## config.mk

```make
export PLATFORM = sky130hd
export DESIGN_NAME = core_seq_ctrl
export DESIGN_NICKNAME = d
export VERILOG_FILES = /design/src/rtl/core_seq_pkg.sv /design/src/rtl/sat_counter.sv /design/src/rtl/core_seq_ctrl.sv
export SDC_FILE = /design/constraint.sdc
export NUM_CORES = 1
export LEC_CHECK = 0
export ABC_AREA = 1
export ABC_CLOCK_PERIOD_IN_PS = 8890
export CAP_MARGIN = 30
export CORE_UTILIZATION = 30
export CTS_BUF_LIST = sky130_fd_sc_hd__clkbuf_16
export DETAILED_ROUTE_END_ITERATION = 10
export SETUP_SLACK_MARGIN = 0.2
export SLEW_MARGIN = 20
export SYNTH_ARGS = -nofsm -noshare
export SYNTH_HDL_FRONTEND = slang
export SYNTH_SLANG_ARGS = --single-unit
```

## constraint.sdc

```tcl
create_clock -name clk -period 8.89 [get_ports clk]
set_input_delay 2.2225 -clock clk [delete_from_list [all_inputs] [get_ports clk]]
set_output_delay 2.2225 -clock clk [all_outputs]
set_load 0.1 [all_outputs]
```

## src/rtl/core_seq_pkg.sv

```systemverilog
// Shared encodings for the RV32 core sequencer: load beat types, FSM states,
// halt reasons and the SYSTEM instructions that stop a run.
package core_seq_pkg;

  typedef enum logic [1:0] {
    LD_INSTR = 2'd0,
    LD_REG   = 2'd1,
    LD_PC    = 2'd2,
    LD_GO    = 2'd3
  } ld_type_e;

  typedef enum logic [2:0] {
    ST_IDLE = 3'd0,
    ST_LOAD = 3'd1,
    ST_BOOT = 3'd2,
    ST_RUN  = 3'd3,
    ST_HALT = 3'd4
  } state_e;

  typedef enum logic [1:0] {
    HR_NONE   = 2'd0,
    HR_EBREAK = 2'd1,
    HR_ECALL  = 2'd2,
    HR_LIMIT  = 2'd3
  } halt_reason_e;

  localparam logic [31:0] EBREAK_INST = 32'h0010_0073;
  localparam logic [31:0] ECALL_INST  = 32'h0000_0073;

endpackage

```

## src/rtl/sat_counter.sv

```systemverilog
// Up-counter with synchronous clear and enable that sticks at all-ones
// instead of wrapping.
module sat_counter #(
  parameter int W = 32
) (
  input  logic         clk,
  input  logic         rst,
  input  logic         clr,
  input  logic         en,
  output logic [W-1:0] count
);

  always_ff @(posedge clk or posedge rst) begin
    if (rst) begin
      count <= '0;
    end else if (clr) begin
      count <= '0;
    end else if (en && (count != '1)) begin
      count <= count + W'(1);
    end
  end

endmodule

```

## src/rtl/core_seq_ctrl.sv

```systemverilog
// Lifecycle sequencer for the single-cycle RV32 core: program load, reset/boot,
// run with ECALL/EBREAK/budget/abort detection, and halt status reporting.
module core_seq_ctrl
  import core_seq_pkg::*;
#(
  parameter int IMEM_WORDS = 256,
  parameter int RST_CYCLES = 2,
  parameter int MAX_CYCLES = 0
) (
  input  logic        clk,
  input  logic        rst,
  input  logic        i_start,
  input  logic        i_abort,
  input  logic        i_ld_valid,
  output logic        o_ld_ready,
  input  logic [1:0]  i_ld_type,
  input  logic [31:0] i_ld_addr,
  input  logic [31:0] i_ld_data,
  output logic        o_core_rst_n,
  output logic        o_setup,
  output logic [31:0] o_imem_addr,
  output logic [31:0] o_imem_data,
  output logic [4:0]  o_reg_addr,
  output logic [31:0] o_reg_data,
  output logic [31:0] o_start_pc,
  input  logic [31:0] i_core_inst,
  output logic        o_running,
  output logic        o_done,
  output logic [1:0]  o_halt_reason,
  output logic [31:0] o_cycles,
  output logic        o_err
);

  localparam logic [32:0] IMEM_BYTES  = 33'(IMEM_WORDS) * 33'd4;
  localparam logic [31:0] RST_LAST    = 32'(RST_CYCLES);
  localparam logic [32:0] CYCLE_LIMIT = 33'(MAX_CYCLES);

  state_e       state_reg, state_next;
  logic [31:0]  boot_cnt_reg, boot_cnt_next;
  halt_reason_e halt_reason_reg, halt_reason_next;
  logic         err_reg, err_next;
  logic [31:0]  imem_addr_reg, imem_addr_next;
  logic [31:0]  imem_data_reg, imem_data_next;
  logic [4:0]   reg_addr_reg, reg_addr_next;
  logic [31:0]  reg_data_reg, reg_data_next;
  logic [31:0]  start_pc_reg, start_pc_next;
  logic         ld_ready_reg, core_rst_n_reg, setup_reg, running_reg, done_reg;
  logic         ld_ready_next, core_rst_n_next, setup_next, running_next, done_next;

  logic         cnt_clr, cnt_en;
  logic [31:0]  cycles;
  logic         ld_fire, instr_bad, limit_hit;

  sat_counter #(.W(32)) u_cycles (
    .clk   (clk),
    .rst   (rst),
    .clr   (cnt_clr),
    .en    (cnt_en),
    .count (cycles)
  );

  assign ld_fire   = i_ld_valid && ld_ready_reg;
  assign instr_bad = (i_ld_addr[1:0] != 2'b00) || ({1'b0, i_ld_addr} >= IMEM_BYTES);
  // Compared one ahead so the halt lands on the cycle that reaches the budget.
  assign limit_hit = (MAX_CYCLES != 0) && (({1'b0, cycles} + 33'd1) == CYCLE_LIMIT);

  always_comb begin
    state_next       = state_reg;
    boot_cnt_next    = boot_cnt_reg;
    halt_reason_next = halt_reason_reg;
    err_next         = err_reg;
    imem_addr_next   = imem_addr_reg;
    imem_data_next   = imem_data_reg;
    reg_addr_next    = reg_addr_reg;
    reg_data_next    = reg_data_reg;
    start_pc_next    = start_pc_reg;
    cnt_clr          = 1'b0;
    cnt_en           = 1'b0;

    case (state_reg)
      ST_IDLE: begin
        if (i_start) state_next = ST_LOAD;
      end
      ST_LOAD: begin
        if (ld_fire) begin
          case (ld_type_e'(i_ld_type))
            LD_INSTR: begin
              if (instr_bad) begin
                err_next = 1'b1;
              end else begin
                imem_addr_next = i_ld_addr;
                imem_data_next = i_ld_data;
              end
            end
            LD_REG: begin
              // x0 is hardwired in the core; writing it is pointless, not wrong
              if (i_ld_addr[4:0] != 5'd0) begin
                reg_addr_next = i_ld_addr[4:0];
                reg_data_next = i_ld_data;
              end
            end
            LD_PC: begin
              start_pc_next = i_ld_data;
              if (i_ld_data[1:0] != 2'b00) err_next = 1'b1;
            end
            default: begin
              state_next    = ST_BOOT;
              boot_cnt_next = '0;
            end
          endcase
        end
      end
      ST_BOOT: begin
        if (boot_cnt_reg == RST_LAST) begin
          state_next = ST_RUN;
        end else begin
          boot_cnt_next = boot_cnt_reg + 32'd1;
        end
      end
      ST_RUN: begin
        cnt_en = 1'b1;
        if (i_abort) begin
          state_next       = ST_HALT;
          halt_reason_next = HR_LIMIT;
        end else if (i_core_inst == EBREAK_INST) begin
          state_next       = ST_HALT;
          halt_reason_next = HR_EBREAK;
        end else if (i_core_inst == ECALL_INST) begin
          state_next       = ST_HALT;
          halt_reason_next = HR_ECALL;
        end else if (limit_hit) begin
          state_next       = ST_HALT;
          halt_reason_next = HR_LIMIT;
        end
      end
      ST_HALT: begin
        if (i_start) begin
          state_next       = ST_LOAD;
          cnt_clr          = 1'b1;
          halt_reason_next = HR_NONE;
          err_next         = 1'b0;
        end
      end
      default: state_next = ST_IDLE;
    endcase

    // Status outputs are registered from the next state so they line up with it.
    ld_ready_next   = (state_next == ST_LOAD);
    setup_next      = (state_next != ST_RUN);
    running_next    = (state_next == ST_RUN);
    done_next       = (state_next == ST_HALT);
    core_rst_n_next = (state_next == ST_RUN) || (state_next == ST_HALT) ||
                      ((state_next == ST_BOOT) && (boot_cnt_next == RST_LAST));
  end

  always_ff @(posedge clk or posedge rst) begin
    if (rst) begin
      state_reg       <= ST_IDLE;
      boot_cnt_reg    <= '0;
      halt_reason_reg <= HR_NONE;
      err_reg         <= 1'b0;
      imem_addr_reg   <= '0;
      imem_data_reg   <= '0;
      reg_addr_reg    <= '0;
      reg_data_reg    <= '0;
      start_pc_reg    <= '0;
      ld_ready_reg    <= 1'b0;
      core_rst_n_reg  <= 1'b0;
      setup_reg       <= 1'b1;
      running_reg     <= 1'b0;
      done_reg        <= 1'b0;
    end else begin
      state_reg       <= state_next;
      boot_cnt_reg    <= boot_cnt_next;
      halt_reason_reg <= halt_reason_next;
      err_reg         <= err_next;
      imem_addr_reg   <= imem_addr_next;
      imem_data_reg   <= imem_data_next;
      reg_addr_reg    <= reg_addr_next;
      reg_data_reg    <= reg_data_next;
      start_pc_reg    <= start_pc_next;
      ld_ready_reg    <= ld_ready_next;
      core_rst_n_reg  <= core_rst_n_next;
      setup_reg       <= setup_next;
      running_reg     <= running_next;
      done_reg        <= done_next;
    end
  end

  assign o_ld_ready    = ld_ready_reg;
  assign o_core_rst_n  = core_rst_n_reg;
  assign o_setup       = setup_reg;
  assign o_imem_addr   = imem_addr_reg;
  assign o_imem_data   = imem_data_reg;
  assign o_reg_addr    = reg_addr_reg;
  assign o_reg_data    = reg_data_reg;
  assign o_start_pc    = start_pc_reg;
  assign o_running     = running_reg;
  assign o_done        = done_reg;
  assign o_halt_reason = halt_reason_reg;
  assign o_cycles      = cycles;
  assign o_err         = err_reg;

endmodule

```

==> metrics.md <==
| Metric | Value |
|---|---|
| Max Fanout on Critical Path | 75 |
| Final hold violations | 0 |
| Required time worst endpoint | 9.27 ns |
| Ys async rst share | 1.00 |
| # setup viols final | 0 |
| Cell Rows | 66 |
| # IOs | about 280 |
| Die area | 34400 um^2 |
| Sw Share | 0.528 |
| Sequential share of the synthesized area | 0.515 |
| Drt total wl | between 30000 and 40000 um |
| Max-slew violations | 0 |
| Average wire per standard cell | 15.6 um |
| Clock skew | between 0.015 and 0.02 ns |
| Initial DRT Pass Iterations | 5 |
| Clk_lat worst skew | 0.54 ns |
| CTS H-tree lvls | 1 |
| Run status | finished clean |
| Synthesized area | roughly 10000 um^2 |
| Core area | approximately 33000 um^2 |
| Slew HR | 0.302 |
| HPWL Detailed | 23900 um |
| Post-layout min period | around 4.5 ns |
| P_int | roughly 2.3 mW |
| DIE HEIGHT | around 190 um |
| Bufs on Longest Clock Path | 3 |
| CP Launch Type | primary input |
| First-pass GRT wire length | between 50000 and 60000 um |
| WP data arrival | 4.86 ns |
| Post-layout util | 0.435 |
| Gate power share | 0.532 |
| Grt total ovfl | 0 |
| Clk pin slew, worst setup/hold paths | about 0.06 ns |
| Sink Count | approximately 210 |
| Max-cap violations | 0 |
| Finished Layout Cells | just over 2000 |
| Initial antenna violation count | 1 |
| CTS tree | yes |
| Fin crit share | 0.504 |
| Upper clock frequency limit | between 200 and 250 MHz |
| Peak VDD IR | 0.000190 V |
| Port-buffer cells | around 280 |
| Sw Pwr | about 2.6 mW |
| Synth Area per Inst | between 7 and 8 um^2 |
| Vias in the first global route | slightly above 9000 |
| Crit Path Category | primary input to flop |
| Post-synth EDFFs | 0 |
| Area grow syn2layout | 41.4% |
| Largest net degree at the start of global routing | slightly below 90 |
| Pwr per Cell Area | between 300 and 400 nW/um^2 |
| Total track usage | 0.189 |
| #FFs+latches synth | around 210 |
| Number of buffers added for setup after CTS | 0 |
| Pleak | 6.72 nW |
| Dpl cells | 2012 |
| Synth Warn # | 0 |
| RSZ-0062 raised after global routing | false |
| Via density per instance | 4.60 |
| Layout cells sized above 1 | 0.0563 |
| # hold bufs at CTS | 0 |
| Horiz. Die Dim | between 150 and 200 um |
| CTS Buf Count | 24 |
| Ys flop type | dfrtp_1 |
| Post-route design area | approximately 14000 um^2 |
| Final Total Pwr | around 5 mW |
| Clock power frac | 0.187 |
| TNS Setup | 0 ns |
| Class of the worst hold path | flop to flop |
| Post-route DRC | 0 |
| Commonest non-fill, non-tap cell in the layout | nand2_1 |
| Final Wtd Congestion | 0.890 |
| Initial Util | 0.308 |
| Post_cts resized | 0 |
| Mapped Nets | approximately 1400 |
| Critical Path Sink Type | flop |
| ANT nets after route | 0 |
| Area after DPL | between 10000 and 15000 um^2 |
| Worst slew pin tran | between 1 and 1.5 ns |
| Violation count after the first detailed-route iteration | between 500 and 600 |
| Root buf cell | clkbuf_16 |
| Vias | between 9000 and 10000 |
| Synth Instances | 1318 |
| Nets | around 1700 |
| Distinct cells, synth | 38 |
| Most frequent cells in the layout | nand2_1, clkdlybuf4s50_1, dfrtp_1 |
| Sequential power share | 0.280 |
==> routing by layer <==
metal | wire, um | vias up | track usage
met5 | 0 | - | 0
met4 | 884 | 0 | 0.0564
met3 | 1800 | 52 | 0.0368
met2 | 15400 | 234 | 0.317
met1 | 13900 | 4455 | 0.247
li1 | - | 4722 | -
==> critical path, cell delays in order <==
cell and delay, ns:
clkdlybuf4s50_1 0.39, nor4_1 0.81, nand2_1 0.19, nor4_2 0.45, nand2_2 0.09, buf_4 0.36
nand2_1 0.16, o21ai_0 0.11
==> cell families after synthesis <==
family | synth area share
simple gates | 0.298
buf+inv | 0.0843
flops | 0.515
compound gates | 0.0893
xor+xnor | 0.00693
fa+ha+maj | 0.00371
mux | 0.00223
==> path summary, 6_finish.rpt <==
kind	start	to	slack, ns	depth (start not counted)
setup / recovery	i_ld_addr[13]	o_imem_data[30]$_DFFE_PP0P_	4.41	8
hold reg to reg	o_start_pc[25]$_DFFE_PP0P_	o_start_pc[25]$_DFFE_PP0P_	0.48	2
min in group asynchronous	rst	o_running$_DFF_PP0_	2.17	2
hold / removal	o_start_pc[25]$_DFFE_PP0P_	o_start_pc[25]$_DFFE_PP0P_	0.48	2
setup reg to reg	boot_cnt_reg[0]$_DFF_PP0_	o_core_rst_n$_DFF_PP0_	6.35	13
max in group asynchronous	rst	o_start_pc[17]$_DFFE_PP0P_	5.42	3
==> cell type report <==
cell class                      count  area [um^2]
Fill cell                        3352        18600
Sequential cell                   208         5210
Multi-Input combinational cell    901         4060
Timing Repair Buffer              292         3090
Inverter                          170          646
Clock buffer                       24          601
Tap cell                          442          553
Clock inverter                     20          130
Antenna cell                        1         2.50
==> Yosys cell counts (4+ instances only) <==
cell	instances	area (um^2)
nand3_1	74	370
dfrtp_1	207	5180
a21oi_1	19	95.1
o211ai_1	9	67.6
o21ai_1	23	115
nand4_1	22	138
o21ai_0	100	500
nand2_2	4	25.0
nand2_1	384	1440
inv_2	10	37.5
nand3_2	5	50.1
buf_2	9	45.0
o21ai_2	7	61.3
buf_6	7	78.8
nor3_1	15	75.1
xor2_1	6	52.6
nor4_1	7	43.8
inv_1	160	601
nor2_1	193	724
clkbuf_1	22	82.6
nor2_2	7	43.8
==> stage by stage <==
step	hold WS (ns)	setup WS (ns)
3_5_place_dp	0.468	3.71
2_1_floorplan	0.522	0.988
4_1_cts	0.487	4.29
6_report	0.482	4.41
3_3_place_gp	0.465	3.67
5_1_grt	0.502	4.29
==> power groups by stage <==
stage / logic (mW) / registers, mW / clock network, mW
4_1_cts: 2.62 / 1.37 / 0.948
2_1_floorplan: 0.539 / 2.69 / 0
6_report: 2.61 / 1.37 / 0.918
3_5_place_dp: 2.61 / 1.38 / 0
5_1_grt: 2.74 / 1.40 / 0.986
3_3_place_gp: 2.53 / 1.38 / 0
No activity file was read; power rests on OpenSTA's default activity.
